`src/rtl/uart_boot_loader.sv`:
```
// -----------------------------------------------------------------------------
// uart_boot_loader
//
// Receives a program image over an 8N1 UART line and writes it word by word
// into instruction memory. The processor is held in reset until a complete,
// checksum-valid image has been written, then released to fetch from word 0.
//
// Frame: 0xA5 | N lo | N hi | N x 4 data bytes (little-endian words) | XOR csum
//
// Ports:
//   clk_i         system clock
//   rst_i         synchronous active-high reset
//   uart_rx_i     asynchronous serial input, idle high
//   o_imem_wren   one-cycle instruction-memory write strobe
//   o_imem_addr   word address of the write
//   o_imem_wdata  write data
//   o_core_rst_n  active-low reset to the processor
//   o_busy        high while a frame is being received (LEN_LO..CSUM)
//   o_done        high after a valid image has been loaded
//   o_err         sticky error flag, cleared by the next sync byte
//
// Build option:
//   BOOT_RELOAD_EN  when defined, a sync byte received in DONE starts a new
//                   load without rst_i. When undefined, DONE is terminal.
// -----------------------------------------------------------------------------
module uart_boot_loader #(
   parameter int unsigned CLK_FREQ_HZ = 50000000,
   parameter int unsigned BAUD_RATE   = 115200,
   parameter int unsigned IMEM_ADDR_W = 13
) (
   input  logic                   clk_i,
   input  logic                   rst_i,
   input  logic                   uart_rx_i,
   output logic                   o_imem_wren,
   output logic [IMEM_ADDR_W-1:0] o_imem_addr,
   output logic [31:0]            o_imem_wdata,
   output logic                   o_core_rst_n,
   output logic                   o_busy,
   output logic                   o_done,
   output logic                   o_err
);

   // CLKS_PER_BIT must be at least 4 for the mid-bit sampling to work.
   localparam int unsigned CLKS_PER_BIT = CLK_FREQ_HZ / BAUD_RATE;
   localparam int unsigned CNT_W        = $clog2(CLKS_PER_BIT);
   localparam logic [CNT_W-1:0] BIT_LAST  = CNT_W'(CLKS_PER_BIT - 1);
   localparam logic [CNT_W-1:0] HALF_LAST = CNT_W'(CLKS_PER_BIT / 2 - 1);
   localparam logic [7:0]       SYNC_BYTE = 8'hA5;
   localparam int unsigned      MAX_WORDS = 2 ** IMEM_ADDR_W;

   // ---------------------------------------------------------------------------
   // UART receiver
   // ---------------------------------------------------------------------------
   typedef enum logic [1:0] {
      RX_IDLE,
      RX_START,
      RX_DATA,
      RX_STOP
   } rx_state_e;

   rx_state_e        rx_state_q;
   logic             rx_meta_q;
   logic             rx_sync_q;
   logic             rx_prev_q;
   logic [CNT_W-1:0] rx_cnt_q;
   logic [2:0]       rx_bit_q;
   logic [7:0]       rx_shift_q;   // holds the received byte while byte_valid_q is high
   logic             byte_valid_q;
   logic             frame_err_q;

   // NOTE: sequential state uses non-blocking assignments only, so every
   // always_ff reads the pre-edge value of every register regardless of order.
   always_ff @(posedge clk_i) begin
      if (rst_i) begin
         // Synchronizer flops reset to the idle line level so reset release
         // never looks like a falling edge.
         rx_meta_q    <= 1'b1;
         rx_sync_q    <= 1'b1;
         rx_prev_q    <= 1'b1;
         rx_state_q   <= RX_IDLE;
         rx_cnt_q     <= '0;
         rx_bit_q     <= '0;
         rx_shift_q   <= '0;
         byte_valid_q <= 1'b0;
         frame_err_q  <= 1'b0;
      end else begin
         rx_meta_q    <= uart_rx_i;
         rx_sync_q    <= rx_meta_q;
         rx_prev_q    <= rx_sync_q;
         byte_valid_q <= 1'b0;
         frame_err_q  <= 1'b0;

         case (rx_state_q)
            RX_IDLE: begin
               // Edge-triggered start so a line held low after a framing
               // error does not restart the receiver repeatedly.
               if (rx_prev_q && !rx_sync_q) begin
                  rx_state_q <= RX_START;
                  rx_cnt_q   <= '0;
               end
            end
            RX_START: begin
               if (rx_cnt_q == HALF_LAST) begin
                  rx_cnt_q   <= '0;
                  rx_bit_q   <= '0;
                  rx_state_q <= rx_sync_q ? RX_IDLE : RX_DATA;
               end else begin
                  rx_cnt_q <= rx_cnt_q + 1'b1;
               end
            end
            RX_DATA: begin
               if (rx_cnt_q == BIT_LAST) begin
                  rx_cnt_q   <= '0;
                  rx_shift_q <= {rx_sync_q, rx_shift_q[7:1]};
                  rx_bit_q   <= rx_bit_q + 1'b1;
                  if (rx_bit_q == 3'd7) begin
                     rx_state_q <= RX_STOP;
                  end
               end else begin
                  rx_cnt_q <= rx_cnt_q + 1'b1;
               end
            end
            RX_STOP: begin
               if (rx_cnt_q == BIT_LAST) begin
                  rx_cnt_q     <= '0;
                  rx_state_q   <= RX_IDLE;
                  byte_valid_q <= rx_sync_q;
                  frame_err_q  <= !rx_sync_q;
               end else begin
                  rx_cnt_q <= rx_cnt_q + 1'b1;
               end
            end
            default: rx_state_q <= RX_IDLE;
         endcase
      end
   end

   // ---------------------------------------------------------------------------
   // Frame parser
   // ---------------------------------------------------------------------------
   typedef enum logic [2:0] {
      ST_IDLE,
      ST_LEN_LO,
      ST_LEN_HI,
      ST_DATA,
      ST_CSUM,
      ST_DONE,
      ST_ERR
   } state_e;

   state_e               state_q;
   logic [15:0]          len_q;
   logic [IMEM_ADDR_W:0] word_idx_q;   // one extra bit so N = 2**IMEM_ADDR_W does not wrap
   logic [1:0]           byte_idx_q;
   logic [23:0]          word_q;       // first three bytes of the word in progress
   logic [7:0]           csum_q;
   logic                 wren_q;
   logic [IMEM_ADDR_W-1:0] addr_q;
   logic [31:0]          wdata_q;
   logic                 core_rst_n_q;
   logic                 busy_q;
   logic                 done_q;
   logic                 err_q;

   logic [15:0]          len_d;
   logic [31:0]          word_d;
   logic [IMEM_ADDR_W:0] word_idx_d;
   logic                 sync_state;
   logic                 sync_accept;

   // NOTE: every always_comb output is assigned on every path, so no latches.
   always_comb begin
      len_d      = {rx_shift_q, len_q[7:0]};
      word_d     = {rx_shift_q, word_q};
      word_idx_d = word_idx_q + 1'b1;
      sync_state = (state_q == ST_IDLE) || (state_q == ST_ERR);
`ifdef BOOT_RELOAD_EN
      sync_state = sync_state || (state_q == ST_DONE);
`endif
      sync_accept = byte_valid_q && (rx_shift_q == SYNC_BYTE) && sync_state;
   end

   always_ff @(posedge clk_i) begin
      if (rst_i) begin
         state_q      <= ST_IDLE;
         len_q        <= '0;
         word_idx_q   <= '0;
         byte_idx_q   <= '0;
         word_q       <= '0;
         csum_q       <= '0;
         wren_q       <= 1'b0;
         addr_q       <= '0;
         wdata_q      <= '0;
         core_rst_n_q <= 1'b0;
         busy_q       <= 1'b0;
         done_q       <= 1'b0;
         err_q        <= 1'b0;
      end else begin
         wren_q       <= 1'b0;
         // Core release lags entry into DONE by one cycle.
         core_rst_n_q <= (state_q == ST_DONE);

         // A framing error in DONE is ignored so a running core is never
         // pulled back into reset by line noise.
         if (frame_err_q && (state_q != ST_DONE)) begin
            state_q <= ST_ERR;
            err_q   <= 1'b1;
            busy_q  <= 1'b0;
         end else if (sync_accept) begin
            state_q      <= ST_LEN_LO;
            err_q        <= 1'b0;
            done_q       <= 1'b0;
            busy_q       <= 1'b1;
            core_rst_n_q <= 1'b0;
            word_idx_q   <= '0;
            byte_idx_q   <= '0;
            csum_q       <= '0;
         end else if (byte_valid_q) begin
            case (state_q)
               ST_LEN_LO: begin
                  len_q[7:0] <= rx_shift_q;
                  state_q    <= ST_LEN_HI;
               end
               ST_LEN_HI: begin
                  len_q <= len_d;
                  if (32'(len_d) > MAX_WORDS) begin
                     state_q <= ST_ERR;
                     err_q   <= 1'b1;
                     busy_q  <= 1'b0;
                  end else if (len_d == 16'd0) begin
                     state_q <= ST_CSUM;
                  end else begin
                     state_q <= ST_DATA;
                  end
               end
               ST_DATA: begin
                  word_q     <= word_d[31:8];
                  csum_q     <= csum_q ^ rx_shift_q;
                  byte_idx_q <= byte_idx_q + 1'b1;
                  if (byte_idx_q == 2'd3) begin
                     wren_q     <= 1'b1;
                     addr_q     <= word_idx_q[IMEM_ADDR_W-1:0];
                     wdata_q    <= word_d;
                     word_idx_q <= word_idx_d;
                     if (32'(word_idx_d) == 32'(len_q)) begin
                        state_q <= ST_CSUM;
                     end
                  end
               end
               ST_CSUM: begin
                  busy_q <= 1'b0;
                  if (rx_shift_q == csum_q) begin
                     state_q <= ST_DONE;
                     done_q  <= 1'b1;
                  end else begin
                     state_q <= ST_ERR;
                     err_q   <= 1'b1;
                  end
               end
               default: ;  // IDLE, DONE, ERR: non-sync bytes are ignored
            endcase
         end
      end
   end

   assign o_imem_wren  = wren_q;
   assign o_imem_addr  = addr_q;
   assign o_imem_wdata = wdata_q;
   assign o_core_rst_n = core_rst_n_q;
   assign o_busy       = busy_q;
   assign o_done       = done_q;
   assign o_err        = err_q;

endmodule

```
`config.mk`:
```
export PLATFORM = sky130hd
export DESIGN_NAME = uart_boot_loader
export DESIGN_NICKNAME = d
export VERILOG_FILES = /design/src/rtl/uart_boot_loader.sv
export SDC_FILE = /design/constraint.sdc
export NUM_CORES = 1
export LEC_CHECK = 0
export BUFFER_PORTS_ARGS = -buffer_cell sky130_fd_sc_hd__buf_2
export CORE_MARGIN = 2
export CORE_UTILIZATION = 25
export CTS_CLUSTER_SIZE = 25
export DETAILED_ROUTE_END_ITERATION = 8
export GPL_ROUTABILITY_DRIVEN = 0
export GPL_TIMING_DRIVEN = 0
export SLEW_MARGIN = 20
export SYNTH_ARGS = -nofsm -noshare
export SYNTH_HDL_FRONTEND = slang
export SYNTH_SLANG_ARGS = --single-unit
```
`constraint.sdc`:
```
create_clock -name clk_i -period 2.8 [get_ports clk_i]
set_input_delay 0.28 -clock clk_i [delete_from_list [all_inputs] [get_ports clk_i]]
set_output_delay 0.28 -clock clk_i [all_outputs]
set_load 0.1 [all_outputs]
```
## Yosys cells after proc, flatten, opt, wreduce, memory -nomap -nowiden

Index checks and enable logic that the tools add are counted.

| word-level totals | value |
|---|---|
| register bits | 144 |
| latch bits | 0 |
| memory bits (writable) | 0 |
| memory bits (read-only) | 0 |
| output and inout bits | 50 |
| word-level logic and storage cells | 153 |
| memories kept | 0 |

| operators by class | value |
|---|---|
| add/sub/neg operators | 4 |
| multipliers | 0 |
| div/mod/pow operators | 0 |
| $lt $le $gt $ge | 1 |
| eq/ne operators | 29 |
| shift operators | 0 |
| multiplexer cells | 50 |
| bitwise gates (word level) | 7 |
| reduce and logical (&&, ||, !) cells | 38 |

Operators by type and width:

| kind | number |
|---|---|
| two-way mux 14 bit | 4 |
| AND reduction 4 bit | 8 |
| two-way mux 3 bit | 9 |
| two-way mux 9 bit | 3 |
| case mux 9 bit (3 select lines) | 1 |
| two-way mux 8 bit | 3 |
| two-way mux 2 bit | 10 |
| equality test 14 x 16 -> 1 bit | 1 |
| greater-than comparator 16 x 14 -> 1 bit, second input constant | 1 |
| zero test 16 bit | 1 |
| != test 4 bit, second input constant | 4 |
| two-way mux 1 bit | 15 |
| adder 14 x 1 -> 14 bit, second input constant | 1 |
| equality test 3 bit, second input constant | 4 |
| != test 3 bit, second input constant | 4 |
| case mux 3 bit (4 select lines) | 1 |
| nonzero test 2 bit | 6 |
| != test 2 bit, second input constant | 5 |
| AND reduction 5 bit | 2 |
| adder 9 x 1 -> 9 bit, second input constant | 1 |
| equality test 9 x 8 -> 1 bit, second input constant | 1 |
| equality test 9 bit, second input constant | 1 |
| AND reduction 3 bit | 3 |
| equality test 8 bit | 1 |
| 25 further kinds | 39 |

## Longest topological paths before layout

| depth | value |
|---|---|
| depth in word-level cells | 8 |
| depth in mapped cells | 10 |
| mapped depth without buffers | 9 |

## Worst setup path after synthesis

Ideal clock, no wire load.

| timing | value |
|---|---|
| path type | flip-flop to flip-flop |
| from | reg rx_shift_q[1] |
| to | reg word_idx_q[9] |
| library setup time | 0.070 ns |
| arrival | 2.531 ns |
| data required time | 2.730 ns |
| slack | 0.199 ns |
| cell stages (with the launch flop) | 10 |
| buffers on the path | 2 |
| clock period less this slack | 2.601 ns |
| path through | dfxtp_1 buf_2 or4_4 nor4_4 and2b_1 or2_1 buf_4 o21ai_2 or4b_1 a21oi_1 |

| on the way | value |
|---|---|
| word-level cells in the longest chain between the ends | 5 |

RTL lines:

| what | RTL line | RTL |
|---|---|---|
| start: declaration | 67 | `logic [7:0] rx_shift_q;` |
| start signal: assignment | 114 | `rx_shift_q <= {rx_sync_q, rx_shift_q[7:1]};` |
| equality test 8 bit * | 180 | `sync_accept = byte_valid_q && (rx_shift_q == SYNC_BYTE) && sync_state;` |
| logical AND 1 bit * (2 in a row) | 180 |  |
| nonzero test 2 bit (no source line) | - |  |
| AND reduction 4 bit (no source line) | - |  |
| end signal: assignment | 244 | `word_idx_q <= word_idx_d;` |
| end: declaration | 153 | `logic [IMEM_ADDR_W:0] word_idx_q;` |

Mark *: on every way between the ends. The rest lies on a longest branch, timed or not.
A chain may end at the register's enable or synchronous reset.

## Worst setup path in the final report

| timing | value |
|---|---|
| from | reg rx_shift_q[0] |
| to | reg state_q[2] |

| on the way | value |
|---|---|
| word-level cells in the longest chain between the ends | 7 |

RTL lines:

| what | RTL line | RTL |
|---|---|---|
| branches (longest 7 deep; another with greater-than comparator 16 x 14 -> 1 bit) | - |  |
| end signal: assignment | 206 | `state_q <= ST_ERR;` |
| end signal: assignment | 210 | `state_q <= ST_LEN_LO;` |
| end signal: assignment | 222 | `state_q <= ST_LEN_HI;` |
| end: declaration | 151 | `state_e state_q;` |

Several ways; the timed one is not identified. The select of a mux whose other input is x is not followed.

==> key figures <==
Global routing
  – Largest net degree at the start of global routing: 17
  – GRT overflow: 0
  – First-pass GRT wire length: 28,010 um
  – Tot GR Track Use: 0.1336
  – Number of global-route vias before repair: 5,461
  – Initial antenna violation count: 0

CTS
  – TritonCTS Buffers: 17
  – Clock root cell: clkbuf_16
  – Maximum buffer depth of the clock tree: 2
  – H-tree depth: 4
  – Reg clk slew, reported paths: 60 ps
  – CTS Sinks: 144
  – Clk Latency, worst-skew pair: 430 ps
  – CTS tree: yes

Timing
  – Final-report setup violation count: 0
  – Worst slew margin: 0.4940
  – Final Hold Vio Count: 0
  – Measured slew at the worst slew-check pin: 759.0 ps
  – Worst clock skew: 8.487 ps
  – RSZ-0062 raised after global routing: no
  – Final WS setup: 113.6 ps
  – Fin. max-slew vios: 0
  – Final min period: 2686 ps
  – Tcrit/Tclk final: 0.9594
  – Achievable Freq: 372.2 MHz

Critical path
  – Flop2flop setup slack: 110 ps
  – Critical R2R Capture: state_q[2]$_SDFFE_PP0P_
  – R2R Path Start: rx_shift_q[0]$_SDFFE_PP0P_
  – Arr. time, crit path: 2960 ps
  – CP Capture Type: register
  – Worst-path fanout max: 10
  – CP required: 3070 ps
  – Cells on worst reg2reg path: 9
  – Crit Path Class: register to register
  – CP Launch Type: register

Routing
  – Routed len/inst: 14.22 um
  – DR vias/cell: 4.802
  – DR iter-0 viols: 436
  – Drt total wl: 17,350 um
  – # DRC: 0
  – Post-DRT Antenna Nets: 0
  – 1st-pass router iterations: 6
  – Via total after detailed routing: 5,859

Synth
  – Syn Area/Cell: 7.842 um^2
  – EDFF count, synth: 0
  – Synthesized flop and latch total: 144
  – Area share of the largest cell type after synthesis: 0.4572
  – Area leader, netlist: dfxtp_1
  – Top FF cell, synth: dfxtp_1
  – Syn Nets: 814
  – Synthesis Warnings: 0
  – Post-synth ARST share: 0
  – Post-synth cell types: 52
  – Synth area leaders: dfxtp_1 (46%), a21oi_1 (9.8%), nand2_1 (9.8%)
  – Sequential element share of the synthesized area: 0.4572
  – Synthesized area: 6305 um^2
  – Cells after synthesis: 804

Layout
  – Share of cells above drive strength 1: 0.1337
  – Layout area overhead: 21.16%
  – Final #Nets: 887
  – Cell area after layout: 7639 um^2
  – Fillers: 2,681
  – Finished Layout Cells: 1,220
  – Ant diodes: 0

Status
  – Result of the run: finished clean

Placement
  – Post-Place Cells: 1,185
  – Setup WS pre-CTS: -475.4 ps
  – PortBufs: 51
  – Final HPWL DP: 12,230 um
  – Post-DP Area: 6973 um^2

Pwr
  – Post-route total power: 0.004369 W
  – Peak supply drop: 411.9 uV
  – Pwr dens: 571.9 nW/um^2
  – Leakage power: 2.858 nW
  – Clock Power Share: 0.512
  – P_sw: 0.001029 W
  – Int Pwr: 0.003340 W
  – Sequential power share: 0.471
  – Switching Share: 0.2355
  – Logic pwr share: 0.018

Min path
  – Worst Hold Class: primary input to register
  – Hold path depth: 2
  – Endpoint, Worst Hold: rx_meta_q$_SDFF_PP1_
  – Hold path start: uart_rx_i

Floorplanning
  – # rows: 58
  – Starting Density: 0.2526
  – Core ar.: 24,960 um^2
  – Die Ht: 162.8 um
  – Die W: 162.8 um
  – Die area: 26,510 um^2
  – Io pins: 53

Run
  – Max-Cap Viols: 0
## registers in the layout, summed over array words and instances (netlist names), 2 cells and up, named ones only
| register | flops |
|---|---|
| rx_bit_q | 3 |
| o_imem_wdata | 32 |
| o_imem_addr | 13 |
| state_q | 3 |
| csum_q | 8 |
| byte_idx_q | 2 |
| rx_shift_q | 8 |
| word_idx_q | 14 |
| rx_cnt_q | 9 |
| word_q | 24 |
| len_q | 16 |
## synth_stat cells (3+ instances only)
cell / n
nand3_1: 16
nor2b_1: 9
or4_1: 5
or2_2: 4
nand2_1: 164
mux2i_1: 15
o21a_1: 3
a31oi_1: 5
nor3b_1: 7
nand2b_1: 3
or3_1: 9
nand3b_1: 7
dfxtp_1: 144
xnor2_1: 20
nand4_1: 7
o211ai_1: 4
xor2_1: 9
a211oi_1: 5
nor3_1: 10
a211o_1: 4
and2_1: 3
ha_1: 7
a21oi_1: 124
nor2_1: 77
and3_1: 13
clkbuf_1: 49
o21ai_0: 33
inv_1: 14
nor4_1: 4
## per-stage QoR
step	hold slack (ps)	TNS [ps]	utilization
finish	36.72	0	0.3060
global route	38.77	0	0.3060
CTS	25.58	0	0.3042
detailed placement	400.4	-10600	0.2793
global placement	407.4	-9284	0.2793
floorplan	383.8	0	-
## layout by cell type (no fill, tap or decap), drive strengths merged, types with 6 or more instances in the layout
cell type | netlist | routed
nand2 | 164 | 164
dfxtp | 144 | 144
a21oi | 124 | 124
nor2 | 77 | 77
clkbuf | 49 | 65
buf | 5 | 61
o21ai | 34 | 34
inv | 14 | 22
xnor2 | 20 | 20
nand3 | 16 | 16
mux2i | 15 | 15
and3 | 13 | 13
nor3 | 10 | 10
or3 | 9 | 9
xor2 | 9 | 9
nor2b | 9 | 9
nor3b | 7 | 7
nand3b | 7 | 7
nand4 | 7 | 7
ha | 7 | 7
or4 | 6 | 6
## power groups by stage
| stage | sequential, W | clock (W) | combinational (W) |
|---|---|---|---|
| final | 0.00206 | 0.00224 | 0.0000766 |
| after global routing | 0.00206 | 0.00236 | 0.0000860 |
| after CTS | 0.00206 | 0.00228 | 0.0000774 |
| after detailed placement | 0.00210 | 0 | 0.0000772 |
| after global placement | 0.00210 | 0 | 0.0000765 |
| after floorplan | 0.00210 | 0 | 0.0000481 |
## area by class of cell
class	count	area [um^2]	share of cell area
Inverter	15	56.30	0.007371
Clock inverter	14	141.4	0.01851
Tap cell	330	412.9	0.05405
Clock buffer	18	439.2	0.05749
Timing Repair Buffer	56	292.8	0.03833
Sequential cell	144	2884	0.3776
Buffer	52	216.5	0.02834
Multi-Input combinational cell	591	3196	0.4183
## per-layer routing
| layer | vias up | GRT usage | wire length, um |
|---|---|---|---|
| met5 | - | 0 | 0 |
| met4 | 0 | 0.05028 | 343 |
| met3 | 27 | 0.03514 | 903 |
| met2 | 147 | 0.2126 | 8040 |
| met1 | 2791 | 0.1734 | 8065 |
| li1 | 2894 | - | - |
## critical path, cell delays in order (launching register included)
cell and delay, ps:
dfxtp_1 300, clkbuf_1 400, nand4_1 220, nor4_4 380, buf_4 180, a21oi_1 50, a311oi_2 330, o211ai_1 250
a221oi_1 300, a221oi_1 120
## timing repair
action / in CTS / in global routing
pin swaps: 1 / 2
gates resized for setup: 5 / 26
setup buffers: 4 / 1
hold buffers: 0 / 0
setup endpoints to repair: 53 / 53
## cell families (layout without fill, tap and decap cells)
logic type / after synthesis / in the layout / share of synthesized area
compound gates: 189 / 189 / 0.1637
xor+xnor: 29 / 29 / 0.04029
fa+ha+maj: 7 / 7 / 0.01389
buf+inv: 69 / 155 / 0.04207
flops: 144 / 144 / 0.4572
mux: 15 / 15 / 0.02381
simple gates: 351 / 351 / 0.2590
## worst max path at each step
stage / from / endpoint / slack, ps / depth (start not counted)
after global routing: rx_shift_q[0]$_SDFFE_PP0P_ / word_idx_q[9]$_SDFFE_PP0P_ / 0.9 / 9
after detailed placement: rx_shift_q[4]$_SDFFE_PP0P_ / word_idx_q[7]$_SDFFE_PP0P_ / -480 / 10
after floorplan: rx_shift_q[1]$_SDFFE_PP0P_ / word_idx_q[9]$_SDFFE_PP0P_ / 200 / 9
final: rx_shift_q[0]$_SDFFE_PP0P_ / state_q[2]$_SDFFE_PP0P_ / 110 / 9
after global placement: rx_shift_q[4]$_SDFFE_PP0P_ / word_idx_q[7]$_SDFFE_PP0P_ / -440 / 10
after CTS: rx_shift_q[1]$_SDFFE_PP0P_ / state_q[2]$_SDFFE_PP0P_ / 10 / 9
Note: power is estimated with default switching activity, not from simulation.
